--- src/rtl/sound_pkg.sv ---
// Shared sound-path types and constants: sample/PCM widths and the
// unsigned-to-signed PCM conversion used by the I2S transmitter.
package sound_pkg;

   localparam int unsigned SAMPLE_W       = 10;
   localparam int unsigned PCM_W          = 24;
   localparam int unsigned SLOTS_PER_HALF = 32;

   typedef logic [PCM_W-1:0]    pcm24_t;
   typedef logic [SAMPLE_W-1:0] sample_t;

   // MSB invert turns offset-binary into two's complement; left-justify to 24 bits.
   function automatic pcm24_t to_pcm24(input sample_t sample);
      return {~sample[SAMPLE_W-1], sample[SAMPLE_W-2:0], {(PCM_W-SAMPLE_W){1'b0}}};
   endfunction

endpackage

--- src/rtl/i2s_clk_gen.sv ---
// Free-running frame counter for the I2S transmitter and the decode of
// MCLK, SCLK, LRCK, bit slot and end-of-frame from its fields.
module i2s_clk_gen
   import sound_pkg::*;
#(
   parameter int unsigned MCLK_DIV_LOG2 = 2
) (
   input  logic       clk,
   input  logic       rst_n,
   input  logic       en,
   output logic       mclk,
   output logic       sclk,
   output logic       lrck,
   output logic [4:0] slot,
   output logic       frame_end
);

   localparam int unsigned L = MCLK_DIV_LOG2 + 8;

   logic [L-1:0] cnt;

   always_ff @(posedge clk or negedge rst_n) begin
      if (!rst_n) begin
         cnt <= '0;
      end else if (!en) begin
         cnt <= '0;
      end else begin
         cnt <= cnt + 1'b1;
      end
   end

   always_comb begin
      mclk      = cnt[L-9];
      sclk      = cnt[L-7];
      slot      = cnt[L-2:L-6];
      lrck      = cnt[L-1];
      frame_end = en && (cnt == '1);
   end

endmodule

--- src/rtl/sound_i2s_tx.sv ---
// Output stage of the sound path: captures one sample per frame, converts it
// to 24-bit signed PCM and serialises it as mono-duplicated I2S.
module sound_i2s_tx
   import sound_pkg::*;
#(
   parameter int unsigned MCLK_DIV_LOG2 = 2
) (
   input  logic       clk,
   input  logic       rst_n,
   input  logic       en,
   input  logic       mute,
   input  logic [9:0] sample_in,
   output logic       sample_tick,
   output logic       i2s_mclk,
   output logic       i2s_lrck,
   output logic       i2s_sclk,
   output logic       i2s_sdin
);

   logic       mclk_d;
   logic       sclk_d;
   logic       lrck_d;
   logic [4:0] slot;
   logic       frame_end;
   logic       sdin_next;
   pcm24_t     word;

   i2s_clk_gen #(
      .MCLK_DIV_LOG2(MCLK_DIV_LOG2)
   ) u_clk_gen (
      .clk       (clk),
      .rst_n     (rst_n),
      .en        (en),
      .mclk      (mclk_d),
      .sclk      (sclk_d),
      .lrck      (lrck_d),
      .slot      (slot),
      .frame_end (frame_end)
   );

   assign sample_tick = frame_end;

   // The only update point for word: mid-frame sample/mute changes wait for the next frame.
   always_ff @(posedge clk or negedge rst_n) begin
      if (!rst_n) begin
         word <= '0;
      end else if (frame_end) begin
         word <= mute ? '0 : to_pcm24(sample_in);
      end
   end

   // Slot 0 carries the I2S one-bit delay; slots past the word are zero padding.
   always_comb begin
      sdin_next = 1'b0;
      if (slot >= 5'd1 && slot <= 5'(PCM_W)) begin
         sdin_next = word[5'(PCM_W) - slot];
      end
   end

   // All pins share one register stage so their edge relationships are exact.
   always_ff @(posedge clk or negedge rst_n) begin
      if (!rst_n) begin
         i2s_mclk <= 1'b0;
         i2s_sclk <= 1'b0;
         i2s_lrck <= 1'b0;
         i2s_sdin <= 1'b0;
      end else if (!en) begin
         i2s_mclk <= 1'b0;
         i2s_sclk <= 1'b0;
         i2s_lrck <= 1'b0;
         i2s_sdin <= 1'b0;
      end else begin
         i2s_mclk <= mclk_d;
         i2s_sclk <= sclk_d;
         i2s_lrck <= lrck_d;
         i2s_sdin <= sdin_next;
      end
   end

endmodule

--- config.mk ---
export PLATFORM = sky130hd
export DESIGN_NAME = sound_i2s_tx
export DESIGN_NICKNAME = d
export VERILOG_FILES = /design/src/rtl/sound_pkg.sv /design/src/rtl/i2s_clk_gen.sv /design/src/rtl/sound_i2s_tx.sv
export SDC_FILE = /design/constraint.sdc
export NUM_CORES = 1
export LEC_CHECK = 0
export CORE_UTILIZATION = 50
export CTS_CLUSTER_DIAMETER = 50
export DETAILED_ROUTE_END_ITERATION = 10
export GPL_TIMING_DRIVEN = 0
export PLACE_DENSITY = 0.76
export SLEW_MARGIN = 20
export SYNTH_ARGS = -nofsm -noshare
export SYNTH_HDL_FRONTEND = slang
export SYNTH_SLANG_ARGS = --single-unit
--- constraint.sdc ---
create_clock -name clk -period 2.3 [get_ports clk]
set_input_delay 0.46 -clock clk [delete_from_list [all_inputs] [get_ports clk]]
set_output_delay 0.46 -clock clk [all_outputs]
set_load 0.05 [all_outputs]
==> results of run 1 <==
[per-stage QoR]
step,instance area (sq um),hold WS [ns],setup slack (ns)
2_1_floorplan,1310,0.164,0.536
3_3_place_gp,1530,0.462,-0.571
3_5_place_dp,1530,0.480,-0.597
4_1_cts,1610,0.508,0.0219
5_1_grt,1680,0.125,-0.0165
6_report,1680,0.0873,0.0658
[sequential cells by signal, summed over array words and instances (netlist names)]
signal         flops
i2s_lrck           1
i2s_mclk           1
i2s_sclk           1
i2s_sdin           1
u_clk_gen.cnt     10
word              10
[final timing paths]
path | to | startpoint | slack (ns)
hold reg to reg | word[22] | word[22] | 0.50
setup / recovery | sample_tick | u_clk_gen.cnt[5] | 0.07
hold / removal | u_clk_gen.cnt[6] | rst_n | 0.09
min in group clk | word[22] | word[22] | 0.50
max in group asynchronous | word[22] | rst_n | 1.85
setup reg to reg | i2s_sdin | u_clk_gen.cnt[4] | 0.34
[cell usage in the layout, fill, tap and decap left out]
master,count
o211a_1,1
a21oi_1,2
clkbuf_1,1
buf_2,2
ha_2,1
or3_1,1
o41ai_1,1
nor3_1,3
nand3_1,6
nor2_1,1
mux2i_1,1
nor4_1,1
xor2_1,4
bufinv_16,1
nand2_1,4
mux2_1,1
a21boi_0,1
mux4_1,1
dfrtp_1,24
and2b_2,1
clkbuf_4,3
nor2b_1,11
ha_1,3
nor3b_2,1
buf_6,4
a31oi_1,1
inv_1,2
o21ba_2,1
or3_2,2
o21ai_0,3
and2_1,11
o21a_1,2
buf_4,14
or3_4,1
mux4_2,1
and4_4,1
mux2_2,10
clkdlybuf4s50_1,16
xnor2_1,4
[power by group through the flow]
| stage | Combinational, uW | Clock, uW | Sequential, uW |
|---|---|---|---|
| floorplan | 14.1 | 0 | 444 |
| global placement | 54.8 | 0 | 441 |
| detailed placement | 56.0 | 0 | 441 |
| CTS | 62.8 | 312 | 431 |
| global route | 72.8 | 333 | 432 |
| finish | 64.8 | 312 | 431 |
[metal layers]
layer,share of wire,wire (um)
met5,0,0
met3,0.023,57
met4,0.011,28
met1,0.48,1190
met2,0.49,1210
[cell families after synthesis]
group / Yosys count / share of synthesized area
AOI/OAI and AO/OA: 12 / 0.0630
xor gates and xnor gates: 8 / 0.0535
adders and majority gates: 4 / 0.0382
buffers and inverters: 8 / 0.0411
DFF: 24 / 0.458
muxes: 14 / 0.139
and+or+nand+nor: 44 / 0.206
[what timing repair did]
action,4_1_cts,5_1_grt
pin swaps,1,2
buffers inserted,4,10
resized for setup,8,1
endpoints found under the setup margin,1,1
[layout make-up]
type,instances,area [sq um],share of cell area
Tap cell,30,37.5,0.0223
Inverter,2,7.51,0.00446
Buffer,5,42.5,0.0253
Timing Repair Buffer,32,282,0.167
Clock buffer,3,22.5,0.0134
Multi-Input combinational cell,82,661,0.393
Clock inverter,1,30.0,0.0178
Sequential cell,24,601,0.357
==> impl_results.md, run 1 <==
* Status: complete, no violations
* Clock sink total at 24
* Switching Share at 0.208
* Antenna violations before repair at 0
* First-pass detailed-route iteration total at 4
* Leak Pwr at 0.000804 uW
* Clk_lat worst skew at 0.33 ns
* Share of flip-flops with an asynchronous set or reset at 1.00
* Top cell family by delay on the critical path: simple AND/OR/NAND/NOR gates
* Fin nets at 168
* Initial DRC Count at 11
* YS warnings at 0
* Internal power at 640 uW
* Post-Layout Cell Count at 179
* GPL Wtd Cong at 0.772
* CTS Buffer Depth at 2
* Met2 usage at 0.352
* Starting Density at 0.529
* Row count at 18
* VDD IR-drop max at 0.000582 V
* Root Driver: clkbuf_4
* Clock Skew at 0.00935 ns
* Final Critical Period at 2.23 ns
* Core Region at 2480 sq um
* Synth cell types at 34
* Synth top area share at 0.458
* H-tree depth at 1
* Vias at 927
* Die H at 53.2 um
* DRC viols at 0
* Main area contributors after synthesis: dfrtp_1 (46%), mux2_2 (8.6%), and2_1 (5.3%), nor2b_1 (5.3%), ha_1 (3.8%)
* Final Hold Viols at 0
* Antenna-violating nets left at 0
* Fmax at 448 MHz
* Area of the die at 2830 sq um
* Layout cell share with drive strength beyond 1 at 0.289
* GR met1 Demand/Resource at 0.260
* Final setup viols at 0
* Top cell type by total area after synthesis: dfrtp_1
* Number of synthesized flops with an enable pin at 0
* Post-layout util at 0.679
* Die Width at 53.2 um
* Grt met3 use at 0.0489
* PD cells at 480 nW/um^2
* Synth Instances at 114
* Ratio of final minimum period to clock period at 0.971
* Buf+Inv Stages, Crit Path at 2
* Clock share of power at 0.386
* Post-synthesis sequential area ratio at 0.458
* Critical path's slowest cell: dfrtp_1
* Clock buffer count from CTS at 3
* Vias in the first global route at 960
* Area Growth Syn to Fin at 28.5%
* R2R depth at 8
* Clk pin slew, worst setup/hold paths at 0.14 ns
* Combinational share of power at 0.080
* CP most frequent cell: buf_6
* I/O Buffers at 18
* Max incr delay on CP at 0.40 ns
* Worst-path cell chain: ha_1 -> and4_4 -> nand2_1 -> nor3b_2 -> buf_6 -> buf_6
* Final HPWL DP at 1660 um
* Avg WL per Cell at 13.9 um
* Wire length of the first global-routing pass at 4200 um
* Final Power at 808 uW
* Worst Setup Path Type: reg -> out
* Setup TNS at 0 ns
* GRT Total Usage at 0.207
* Total grt overflow at 0
* Fillers at 177
* Rel. slew slack at 0.642
* Crit path max fanout at 5
* Sequential share of power at 0.534
* # IOs at 19
* CTS tree: built
* Cts-stage hold buffer count at 0
* Post-synthesis register bit count at 24
* Most common library cells after synthesis: dfrtp_1 (24), and2_1 (11), nor2b_1 (11)
* Most frequent cell after synthesis: dfrtp_1
* Worst setup EP type: output pin
* Hold Crit Class: in -> async
* Worst EP arrival at 1.77 ns
* Vias per cell at 5.18
* WL final at 2480 um
* Mapped Nets at 132
* Largest net degree at the start of global routing at 25
* Fin. max-slew vios at 0
* Startpoint Class: flip-flop
* Placed cells at 162
* Synth Cell Area at 1310 sq um
* Max Cap Viol at 0
* Switching Power at 168 uW
* Critical path depth at 6
* Antenna diodes at 0
* CP required at 1.84 ns
* GRT Max-Usage Layer: met2
* Slew @ Worst Pin at 0.537 ns
* Mean Syn Cell Area at 11.5 sq um
* Ys flop type: dfrtp_1
Note: power is estimated with default switching activity, not from simulation.
==> run 2: changes to the inputs <==
Settings changed: CORE_MARGIN set to 2, PLACE_DENSITY 0.76 to 0.86, SLEW_MARGIN 20 to 25.
==> run 2 against run 1 <==
Wire length up 0.12%; via count increased by 0.32%; sequential share of layout area increased by 1.2 points; critical path depth is the same; cell count decreased by 4.5%; sequential cell count unchanged; critical endpoint unchanged.
==> impl_results.md, run 2 (synthesized netlist as in run 1, its figures left out) <==
* Critical path's slowest cell: dfrtp_1
* DRC viols at 0
* Antenna-violating nets left at 0
* GRT Total Usage at 0.196
* Die Width at 55.2 um
* Leak Pwr at 0.000781 uW
* Die H at 55.2 um
* # IOs at 19
* Max Cap Viol at 0
* Hold Crit Class: in -> async
* Placed cells at 162
* Switching Power at 161 uW
* Vias at 930
* Antenna diodes at 0
* Core Region at 2480 sq um
* Avg WL per Cell at 14.5 um
* Combinational share of power at 0.076
* Layout cell share with drive strength beyond 1 at 0.248
* Commonest non-fill, non-tap cell in the layout: dfrtp_1
* Buf+Inv Stages, Crit Path at 2
* Fin nets at 160
* Fillers at 206
* Worst setup EP type: output pin
* Ratio of final minimum period to clock period at 0.970
* Area of the multi-input gates at 667 sq um
* Slew @ Worst Pin at 0.526 ns
* Clock Skew at 0.00446 ns
* Commonest non-fill, non-tap cells in the layout: dfrtp_1 (24), clkdlybuf4s50_1 (16), and2_1 (11), nor2b_1 (11), mux2_2 (10)
* I/O Buffers at 18
* Vias per cell at 5.44
* Crit path max fanout at 6
* CTS tree: built
* Startpoint Class: flip-flop
* Internal power at 637 uW
* Starting Density at 0.529
* Area Growth Syn to Fin at 24.4%
* Initial DRC Count at 4
* Largest regs: u_clk_gen.cnt x10, word x10
* Switching Share at 0.201
* Worst Setup Path Type: reg -> out
* Status: complete, no violations
* Final setup viols at 0
* First-pass detailed-route iteration total at 5
* Clk pin slew, worst setup/hold paths at 0.13 ns
* Clk_lat worst skew at 0.32 ns
* Clock sink total at 24
* PD cells at 490 nW/um^2
* Clock share of power at 0.383
* Largest net degree at the start of global routing at 25
* CTS Buffer Depth at 2
* Cts-stage hold buffer count at 0
* Root Driver: clkbuf_4
* Setup TNS at 0 ns
* WL final at 2490 um
* Worst-path cell chain: ha_2 -> and4_4 -> nand2_1 -> nor3b_4 -> buf_6 -> buf_6
* FF-to-FF setup slack at 0.32 ns
* Max incr delay on CP at 0.37 ns
* Total grt overflow at 0
* Wire length of the first global-routing pass at 4180 um
* Post-Layout Cell Count at 171
* Row count at 18
* Final Hold Viols at 0
* Vias in the first global route at 958
* CP required at 1.84 ns
* Worst EP arrival at 1.77 ns
* GPL Wtd Cong at 0.777
* Sequential share of power at 0.540
* Clock buffer count from CTS at 3
* H-tree depth at 1
* Fmax at 448 MHz
* Rel. slew slack at 0.650
* Fin. max-slew vios at 0
* Antenna violations before repair at 0
* CP most frequent cell: buf_6
* Final HPWL DP at 1760 um
* VDD IR-drop max at 0.000432 V
* Top cell family by delay on the critical path: simple AND/OR/NAND/NOR gates
* Area of the die at 3050 sq um
* FF/Latch Area at 601 sq um
* Final Critical Period at 2.23 ns
[run 2: cell count changes in the layout (fill, tap and decap cells not counted)]
| cell | change |
|---|---|
| buf_4 | -8 |
| nor3b_2 | -1 |
| nor3b_4 | +1 |
[run 2: repair_timing]
action                                  in CTS  in global routing
buffers inserted                             3                  3
gates cloned                                 0                  0
endpoints found under the setup margin       1                  1
resized for setup                            9                  1
pin swaps                                    1                  0
[run 2: final cells by class]
type / count / area share
multi-input cells: 82 / 0.409
flip-flops and latches: 24 / 0.369
repair buffers: 24 / 0.136
plain buffers: 5 / 0.0261
well taps: 30 / 0.0230
clock inverters: 1 / 0.0184
clock buffers: 3 / 0.0138
inverters: 2 / 0.00461
[run 2: worst paths after layout]
path	from	end	depth (start not counted)
max in group asynchronous	rst_n	word[23]	1
min reg2reg	word[20]	word[20]	1
min	rst_n	word[22]	1
min in group clk	word[20]	word[20]	1
max	u_clk_gen.cnt[1]	sample_tick	6
max reg2reg	u_clk_gen.cnt[4]	i2s_sdin	8
[run 2: per-stage QoR]
step / util / area, sq um / worst slack [ns] / total power [uW] / hold slack [ns]
floorplan: - / 1310 / 0.536 / 458 / 0.164
global placement: 0.617 / 1530 / -0.569 / 495 / 0.464
finish: 0.658 / 1630 / 0.0696 / 798 / 0.0963
global route: 0.658 / 1630 / -0.00847 / 820 / 0.132
CTS: 0.649 / 1610 / 0.0250 / 803 / 0.522
detailed placement: 0.617 / 1530 / -0.581 / 496 / 0.485
[run 2: power groups by stage]
stage                     sequential (uW)  combinational [uW]  clock (uW)
after global placement                440                54.2           0
after detailed placement              441                55.8           0
after global routing                  432                68.5         320
after floorplan                       444                14.1           0
final                                 431                60.8         306
after CTS                             431                62.3         310
[run 2: layer usage]
metal / share of wire / routed length [um] / vias to the layer above / GRT usage
met2: 0.53 / 1320 / 10 / 0.331
met5: 0 / 0 / - / 0
met3: 0.013 / 33 / 6 / 0.0188
li1: - / - / 448 / -
met1: 0.44 / 1090 / 466 / 0.254
met4: 0.016 / 39 / 0 / 0.0894
==> run 3: changes to the inputs <==
Settings changed: GPL_ROUTABILITY_DRIVEN set to 1.
==> results of run 3 <==
Final layout, timing and power as in run 2 (identical DEF).
